[src/rtl/xor_mismatch_counter_pkg.sv]
// Shared types and helpers for the xor/xnor mismatch checker.
package xor_pkg;

    typedef enum logic [1:0] {
        IDLE  = 2'd0,
        COUNT = 2'd1,
        DONE  = 2'd2
    } state_e;

    // Increment that sticks at the all-ones value of a 'width'-bit counter.
    function automatic logic [31:0] sat_inc(input logic [31:0] value, input int unsigned width);
        logic [31:0] max_v;
        max_v = (width >= 32) ? 32'hFFFF_FFFF : ((32'd1 << width) - 32'd1);
        return (value >= max_v) ? max_v : value + 32'd1;
    endfunction

endpackage

[src/rtl/xor_mismatch_counter_if.sv]
// Sample/control/result bundle between a frame controller and the checker.
interface xor_mismatch_counter_if #(
    parameter int CNT_W = 8
);
    logic             start;
    logic             in_valid;
    logic             y1;
    logic             y2;
    logic             busy;
    logic             done;
    logic [CNT_W-1:0] err_count;
    logic [CNT_W-1:0] match_count;
    logic             inv_fault;
    logic             fail;

    modport master (
        output start, in_valid, y1, y2,
        input  busy, done, err_count, match_count, inv_fault, fail
    );

    modport slave (
        input  start, in_valid, y1, y2,
        output busy, done, err_count, match_count, inv_fault, fail
    );
endinterface

[src/rtl/xor_mismatch_counter_sat_counter.sv]
// CNT_W-bit saturating up-counter with synchronous clear and enable.
module sat_counter
    import xor_pkg::*;
#(
    parameter int CNT_W = 8
) (
    input  logic             clk,
    input  logic             rst,
    input  logic             clr,
    input  logic             en,
    output logic [CNT_W-1:0] cnt
);
    logic [CNT_W-1:0] cnt_d;
    logic [CNT_W-1:0] cnt_q;

    // Clear wins over enable; increments stop at all-ones.
    always_comb begin
        cnt_d = cnt_q;
        if (clr) begin
            cnt_d = '0;
        end else if (en) begin
            cnt_d = CNT_W'(sat_inc(32'(cnt_q), CNT_W));
        end
    end

    // Count register.
    always_ff @(posedge clk) begin
        if (rst) cnt_q <= '0;
        else     cnt_q <= cnt_d;
    end

    assign cnt = cnt_q;
endmodule

[src/rtl/xor_mismatch_counter.sv]
// Frame-based mismatch/match counter for the xor_xnor gate outputs with
// complementary-output check and pass/fail verdict.
module xor_mismatch_counter
    import xor_pkg::*;
#(
    parameter int          FRAME_LEN  = 16,
    parameter int          CNT_W      = 8,
    parameter int unsigned ERR_THRESH = 2
) (
    input  logic                   clk,
    input  logic                   rst,
    xor_mismatch_counter_if.slave  bus
);
    localparam int SMP_W = $clog2(FRAME_LEN + 1);
    localparam logic [SMP_W-1:0] LAST_IDX = SMP_W'(FRAME_LEN - 1);

    state_e           state_d, state_q;
    logic [SMP_W-1:0] smp_d, smp_q;
    logic             inv_d, inv_q;
    logic             fail_d, fail_q;
    logic             done_d, done_q;
    logic             clr;
    logic             acc;
    logic             mism;
    logic             mtch;
    logic [CNT_W-1:0] err_cnt;
    logic [CNT_W-1:0] match_cnt;
    logic [CNT_W-1:0] err_fin;

    // A sample is only taken while counting; y1==y2 samples bump neither count.
    assign acc  = (state_q == COUNT) && bus.in_valid;
    assign mism = acc &&  bus.y1 && !bus.y2;
    assign mtch = acc && !bus.y1 &&  bus.y2;

    // Next-state, sample counter, sticky fault and verdict.
    always_comb begin
        state_d = state_q;
        smp_d   = smp_q;
        inv_d   = inv_q;
        fail_d  = fail_q;
        done_d  = 1'b0;
        clr     = 1'b0;
        // The verdict must include the sample accepted on the final edge.
        err_fin = mism ? CNT_W'(sat_inc(32'(err_cnt), CNT_W)) : err_cnt;
        case (state_q)
            IDLE, DONE: begin
                if (bus.start) begin
                    state_d = COUNT;
                    clr     = 1'b1;
                    smp_d   = '0;
                    inv_d   = 1'b0;
                    fail_d  = 1'b0;
                end
            end
            COUNT: begin
                if (bus.in_valid) begin
                    smp_d = smp_q + SMP_W'(1);
                    if (bus.y1 == bus.y2) inv_d = 1'b1;
                    if (smp_q == LAST_IDX) begin
                        state_d = DONE;
                        done_d  = 1'b1;
                        fail_d  = (32'(err_fin) >= ERR_THRESH) || inv_d;
                    end
                end
            end
            default: state_d = IDLE;
        endcase
    end

    // Control and status registers.
    always_ff @(posedge clk) begin
        if (rst) begin
            state_q <= IDLE;
            smp_q   <= '0;
            inv_q   <= 1'b0;
            fail_q  <= 1'b0;
            done_q  <= 1'b0;
        end else begin
            state_q <= state_d;
            smp_q   <= smp_d;
            inv_q   <= inv_d;
            fail_q  <= fail_d;
            done_q  <= done_d;
        end
    end

    sat_counter #(.CNT_W(CNT_W)) u_err_cnt (
        .clk (clk),
        .rst (rst),
        .clr (clr),
        .en  (mism),
        .cnt (err_cnt)
    );

    sat_counter #(.CNT_W(CNT_W)) u_match_cnt (
        .clk (clk),
        .rst (rst),
        .clr (clr),
        .en  (mtch),
        .cnt (match_cnt)
    );

    assign bus.busy        = (state_q == COUNT);
    assign bus.done        = done_q;
    assign bus.inv_fault   = inv_q;
    assign bus.fail        = fail_q;
    assign bus.err_count   = err_cnt;
    assign bus.match_count = match_cnt;
endmodule

[src/flat_wrapper.sv]
// flat-port wrapper written by rule: the top's interface ports become plain ports
module xor_mismatch_counter_flat import xor_pkg::*;
#(
    parameter int          FRAME_LEN  = 16,
    parameter int          CNT_W      = 8,
    parameter int unsigned ERR_THRESH = 2
)
  (clk, rst, bus_start, bus_in_valid, bus_y1, bus_y2, bus_busy, bus_done, bus_err_count, bus_match_count, bus_inv_fault, bus_fail);
  xor_mismatch_counter_if #(.CNT_W(CNT_W)) bus_i ();
  input  logic clk;
  input  logic rst;
  input wire logic [$bits(bus_i.start)-1:0] bus_start;
  input wire logic [$bits(bus_i.in_valid)-1:0] bus_in_valid;
  input wire logic [$bits(bus_i.y1)-1:0] bus_y1;
  input wire logic [$bits(bus_i.y2)-1:0] bus_y2;
  output wire logic [$bits(bus_i.busy)-1:0] bus_busy;
  output wire logic [$bits(bus_i.done)-1:0] bus_done;
  output wire logic [$bits(bus_i.err_count)-1:0] bus_err_count;
  output wire logic [$bits(bus_i.match_count)-1:0] bus_match_count;
  output wire logic [$bits(bus_i.inv_fault)-1:0] bus_inv_fault;
  output wire logic [$bits(bus_i.fail)-1:0] bus_fail;
  assign bus_i.start = bus_start;
  assign bus_i.in_valid = bus_in_valid;
  assign bus_i.y1 = bus_y1;
  assign bus_i.y2 = bus_y2;
  assign bus_busy = bus_i.busy;
  assign bus_done = bus_i.done;
  assign bus_err_count = bus_i.err_count;
  assign bus_match_count = bus_i.match_count;
  assign bus_inv_fault = bus_i.inv_fault;
  assign bus_fail = bus_i.fail;
  xor_mismatch_counter #(.FRAME_LEN(FRAME_LEN), .CNT_W(CNT_W), .ERR_THRESH(ERR_THRESH)) u_core (.clk(clk), .rst(rst), .bus(bus_i));
endmodule
[config.mk]
export PLATFORM = sky130hd
export DESIGN_NAME = xor_mismatch_counter_flat
export DESIGN_NICKNAME = d
export VERILOG_FILES = /design/src/rtl/xor_mismatch_counter_pkg.sv /design/src/rtl/xor_mismatch_counter_if.sv /design/src/rtl/xor_mismatch_counter_sat_counter.sv /design/src/rtl/xor_mismatch_counter.sv /design/src/flat_wrapper.sv
export SDC_FILE = /design/constraint.sdc
export NUM_CORES = 1
export LEC_CHECK = 0
export ABC_AREA = 1
export ABC_CLOCK_PERIOD_IN_PS = 4230
export CORE_ASPECT_RATIO = 1.5
export CORE_MARGIN = 8
export CORE_UTILIZATION = 35
export DETAILED_ROUTE_END_ITERATION = 8
export GPL_ROUTABILITY_DRIVEN = 0
export MAX_ROUTING_LAYER = met4
export PLACE_DENSITY_LB_ADDON = 0.25
export SLEW_MARGIN = 30
export SYNTH_ARGS = -nofsm -noshare
export SYNTH_HDL_FRONTEND = slang
export SYNTH_HIERARCHICAL = 1
export SYNTH_SLANG_ARGS = --single-unit
[constraint.sdc]
create_clock -name clk -period 4.23 [get_ports clk]
set_clock_uncertainty 0.05 [all_clocks]
set_input_delay 0.846 -clock clk [delete_from_list [all_inputs] [get_ports clk]]
set_output_delay 0.846 -clock clk [all_outputs]
set_load 0.1 [all_outputs]
## After elaboration in Yosys (flattened, before gate mapping)

Index checks and enable logic that the tools add are counted.
W data, S select, Z words.

| operators by class | value |
|---|---|
| $mul | 0 |
| reductions and logical operators | 16 |
| order comparisons | 3 |
| equality and inequality tests | 7 |
| divide/modulo/power cells | 0 |
| $add $sub $neg | 3 |
| multiplexer cells | 22 |
| shifts and indexed selects | 0 |
| bitwise operators | 2 |

Operators with widths:

| cell | count |
|---|---|
| $mux W8 | 3 |
| $add A8 B1 Y8 const B | 2 |
| $ge A8 B8 Y1 const B | 2 |
| $mux W1 | 10 |
| $mux W5 | 2 |
| $pmux W5 S2 | 1 |
| $ge A8 B2 Y1 const B | 1 |
| $mux W2 | 3 |
| $reduce_and A3 Y1 | 2 |
| $add A5 B1 Y5 const B | 1 |
| $eq A5 B4 Y1 const B | 1 |
| $logic_and A1 B1 Y1 | 5 |
| $ne A2 B2 Y1 const B | 2 |
| $pmux W1 S2 | 2 |
| $pmux W2 S2 | 1 |
| $reduce_and A4 Y1 | 1 |
| $reduce_or A2 Y1 | 2 |
| $reduce_or A3 Y1 | 1 |
| $eq A2 B1 Y1 const B | 1 |
| $eq A2 B2 Y1 const B | 1 |
| $logic_not A1 Y1 | 2 |
| $logic_not A2 Y1 | 1 |
| $ne A2 B1 Y1 const B | 1 |
| $not A1 Y1 | 2 |
| other kinds (3) | 3 |

| word-level totals | value |
|---|---|
| bits in registers | 26 |
| memory bits (read-only) | 0 |
| memories kept | 0 |
| output and inout bits | 20 |
| input bits | 6 |
| latch bits | 0 |
| memory bits (writable) | 0 |
| word-level logic and storage cells | 60 |

## Logic depth before layout (Yosys ltp)

| depth | value |
|---|---|
| depth after elaboration | 10 |
| mapped depth | 11 |
| gate-level depth less buffers | 11 |

## Cells and area by module

The synthesis kept the hierarchy.

By module, submodules not included:

| module | cells an instance | instances | area an instance (sq um) |
|---|---|---|---|
| sat_counter | 60 | 2 | 425.4 |
| xor_mismatch_counter | 84 | 1 | 559.3 |

## Least setup slack after synthesis

Ideal clock, no wire load.

| path | value |
|---|---|
| path kind | reg-to-reg |
| start | register u_core.u_err_cnt.cnt_q[0], in the netlist u_core/u_err_cnt/cnt[0] |
| end | register u_core.u_err_cnt.cnt_q[7], in the netlist u_core/u_err_cnt/cnt[7] |
| slack | 2.173 ns |
| clock period less this slack | 2.057 ns |
| cell stages (with the launch flop) | 8 |
| path buffers | 0 |
| data arrival time | 1.941 ns |
| library setup time | 0.066 ns |
| path through | dfxtp_1 > ha_1 > nand2_1 > inv_1 > nand3_2 > nor2_2 > nand2_2 > a21oi_2 |

| on the way | value |
|---|---|
| cells in the longest elaborated chain, start to end | 3 |
| elaborated cells on any way between the ends | 4 |

Ends and longest elaborated chain:

| element | RTL line | RTL |
|---|---|---|
| start, declared | xor_mismatch_counter_sat_counter.sv:14 | `logic [CNT_W-1:0] cnt_q;` |
| start signal, assigned | xor_mismatch_counter_sat_counter.sv:29 | `else cnt_q <= cnt_d;` |
| $add A8 B1 Y8 / $ge A8 B8 Y1 (equally long branches) | xor_mismatch_counter_pkg.sv:14 | `return (value >= max_v) ? max_v : value + 32'd1;` |
| $mux W8 * | xor_mismatch_counter_pkg.sv:14 |  |
| $mux W8 * | n/a |  |

Mark *: on every way between the ends. The rest lies on a longest branch, timed or not.
A chain may end at the register's enable or synchronous reset.

## Worst setup path after layout

| path | value |
|---|---|
| start | register u_core.state_q[1] |
| end | output port bus_busy |

| on the way | value |
|---|---|
| cells in the longest elaborated chain, start to end | 1 |

Ends and longest elaborated chain:

| element | RTL line | RTL |
|---|---|---|
| start, declared | xor_mismatch_counter.sv:17 | `state_e state_d, state_q;` |
| start signal, assigned | xor_mismatch_counter.sv:79 | `state_q <= state_d;` |
| $eq A2 B1 Y1 | xor_mismatch_counter.sv:103 | `assign bus.busy = (state_q == COUNT);` |
| end, declared | flat_wrapper.sv:16 | `output wire logic [$bits(bus_i.busy)-1:0] bus_busy;` |

Every way passes these cells.

==> out/qor.yml <==
drive_above_1_share_pct: 9.013
port_buffers: 25
r2r_start: "u_core/state_q[0]"
drc: 0
switching_share_pct: 23.88
min-delay-path-class: "flip-flop to flip-flop"
total_power_uw: 514.9
root_buffer: "clkbuf_8"
std_cell_rows: 28
grt_setup_unrepaired: "no"
end_kind: "output port"
synth_ff_type: "dfxtp_1"
synth_edf_count: 0
slew_headroom_pct: 34.72
clockPowerShare_pct: 40.5
antenna_found_initial: 0
outcome: "completed"
cts_tree: "done"
io_pins: 26
worstPathArrival_ns: 2.00
required_ns: 3.33
hpwlAfterDp_mm: 2.435
drt_iter0_drc: 71
postCtsHoldBufs: 0
synthesis.area_um2: 1410
final-hold-violation-count: 0
syn_nets: 215
max-cap-violations: 0
hp-start: "u_core/state_q[1]"
drt_pass1_iterations: 4
start_util_pct: 35.94
clk_latency_ns: 0.27
tightest_slew_ns: 0.9761
h-tree-depth: 1
clk_pin_slew_worst_paths_ns: 0.09
p_per_area_nw_per_um2: 288.0
grt_usage_pct: 10.91
drt_wl_total_mm: 3.180
leakage_nw: 0.7429
switchingPower_uw: 123.0
yosysSeqAreaShare_pct: 36.91
power_frac_comb_pct: 10.3
startpoint_type: "flip-flop"
dieArea_um2: 6358
clock_sinks: 26
yosysUniqueCellTypes: 23
regArea_um2: 520.5
grt_pass1_wl_mm: 5.354
timing.final.crit_share_pct: 68.42
path_class: "flip-flop to output port"
post_drt_wl_per_cell_um: 11.44
async_flop_share_pct: 0
fin_crit_ns: 2.894
grt_overflow: 0
multi_input_area_um2: 762.0
vias: 1313
nNetsFinal: 245
grt_pass1_vias: 1241
totalNegativeSetupSlack_ns: 0
antenna_cells: 0
fillerInstances: 419
die_w_um: 67.83
critPathMaxFanout: 4
slew_violations: 0
grt_max_degree: 16
avgSynthCellArea_um2: 6.912
syn_inst: 204
seqPwrFrac_pct: 49.2
yosys_warnings: 6
drtAntennaViolNets: 0
finalSetupViolations: 0
clock_path_buffers: 2
ir_worst_vdd_v: 0.0002321
avgViaCountPerCell: 4.723
synth_seq_cells: 26
fmax_mhz: 345.5
cp-startpoint: "u_core/state_q[1]"
syn_to_final_growth_pct: 26.80
post_cts_buffers: 0
core-area_um2: 3924
numCtsBuffers: 3
ctsResizeCount: 0
dieHeight_um: 93.74
intPower_uw: 392.0
-- cell usage in the layout, fill, tap and decap left out, drive strengths merged --
master          n
dfxtp          26
nand3b          2
nor3            2
nand3           9
nor2           28
ha              5
clkdlybuf4s50  25
bufinv          1
nand4           4
a31oi           3
nand2          55
o21ai          12
inv            34
xnor2           4
xor2            2
and3            1
clkbuf          3
o31ai           1
a21oi          16
-- power by group through the flow --
| stage | clock (mW) | sequential (mW) | combinational (mW) |
|---|---|---|---|
| final | 0.208 | 0.253 | 0.0533 |
| after global routing | 0.224 | 0.254 | 0.0582 |
| after CTS | 0.215 | 0.253 | 0.0537 |
| after detailed placement | 0 | 0.259 | 0.0534 |
| after global placement | 0 | 0.259 | 0.0533 |
| after floorplan | 0 | 0.267 | 0.0291 |
-- metrics by stage --
stage                     hold WS, ns  instance area [um2]  worst slack [ns]  instances  util, %
final                          0.4200                 1788             1.336        278    45.57
after global routing           0.4595                 1788             1.247        278    45.57
after CTS                      0.4217                 1788             1.318        278    45.57
after detailed placement       0.4064                 1717             1.561        274    43.75
after global placement         0.4060                 1717             1.596        274    43.75
after floorplan                0.3929                 1410             2.173        204        -
-- flip-flops by register name, summed over array words and instances, names as in the netlist --
| register | flops |
|---|---|
| u_core/bus.done | 1 |
| u_core/bus.fail | 1 |
| u_core/state_q | 2 |
| u_core/bus.inv_fault | 1 |
| u_core/smp_q | 5 |
| u_core/u_err_cnt/cnt | 8 |
| u_core/u_match_cnt/cnt | 8 |
-- metal layers --
| layer | up-vias | routed length, um | GRT usage, % |
|---|---|---|---|
| met1 | 586 | 1403 | 11.79 |
| met3 | 4 | 168 | 2.628 |
| met2 | 22 | 1558 | 18.16 |
| met4 | 0 | 50 | 4.974 |
| met5 | - | 0 | - |
| li1 | 701 | - | - |
-- cells in the mapped netlist, types with 3 or more instances --
| library cell | number | area share, % |
|---|---|---|
| dfxtp_1 | 26 | 37 |
| xnor2_1 | 4 | 2.5 |
| nand3_2 | 3 | 2.1 |
| a21oi_1 | 14 | 5.0 |
| ha_1 | 5 | 4.4 |
| o21ai_0 | 12 | 4.3 |
| inv_1 | 32 | 8.5 |
| nand3_1 | 6 | 2.1 |
| nand2_1 | 49 | 13 |
| nand2_2 | 4 | 1.8 |
| a31oi_1 | 3 | 1.3 |
| nand4_1 | 4 | 1.8 |
| nor2_1 | 24 | 6.4 |
-- worst max-delay path, stage by stage (launching register included) --
cell	delay, ns
dfxtp_1	0.32
inv_1	0.07
nand2_1	0.09
inv_1	0.10
clkdlybuf4s50_1	1.14
-- worst paths after layout --
path                                    end  slack, ns  cells after the start
setup / recovery                   bus_busy       1.34                      4
hold / removal            u_core/state_q[1]       0.42                      2
setup reg to reg  u_core/u_match_cnt/cnt[7]       2.56                      8
hold reg to reg           u_core/state_q[1]       0.42                      2
-- kinds of logic after synthesis --
group           Yosys count  synth area share, %
compound gates           32                12.33
xor+xnor                  6                3.727
fa+ha+maj                 5                4.437
buf+inv                  34                9.051
flops                    26                36.91
simple gates            101                33.54
-- final cells by class --
type / instances / share of cell area (%)
Clock buffer: 3 / 2.309
Multi-Input combinational cell: 144 / 42.62
Clock inverter: 1 / 1.680
Tap cell: 45 / 3.149
Sequential cell: 26 / 29.11
Timing Repair Buffer: 25 / 14.00
Inverter: 34 / 7.138
Power figures use the tool's default switching activity.
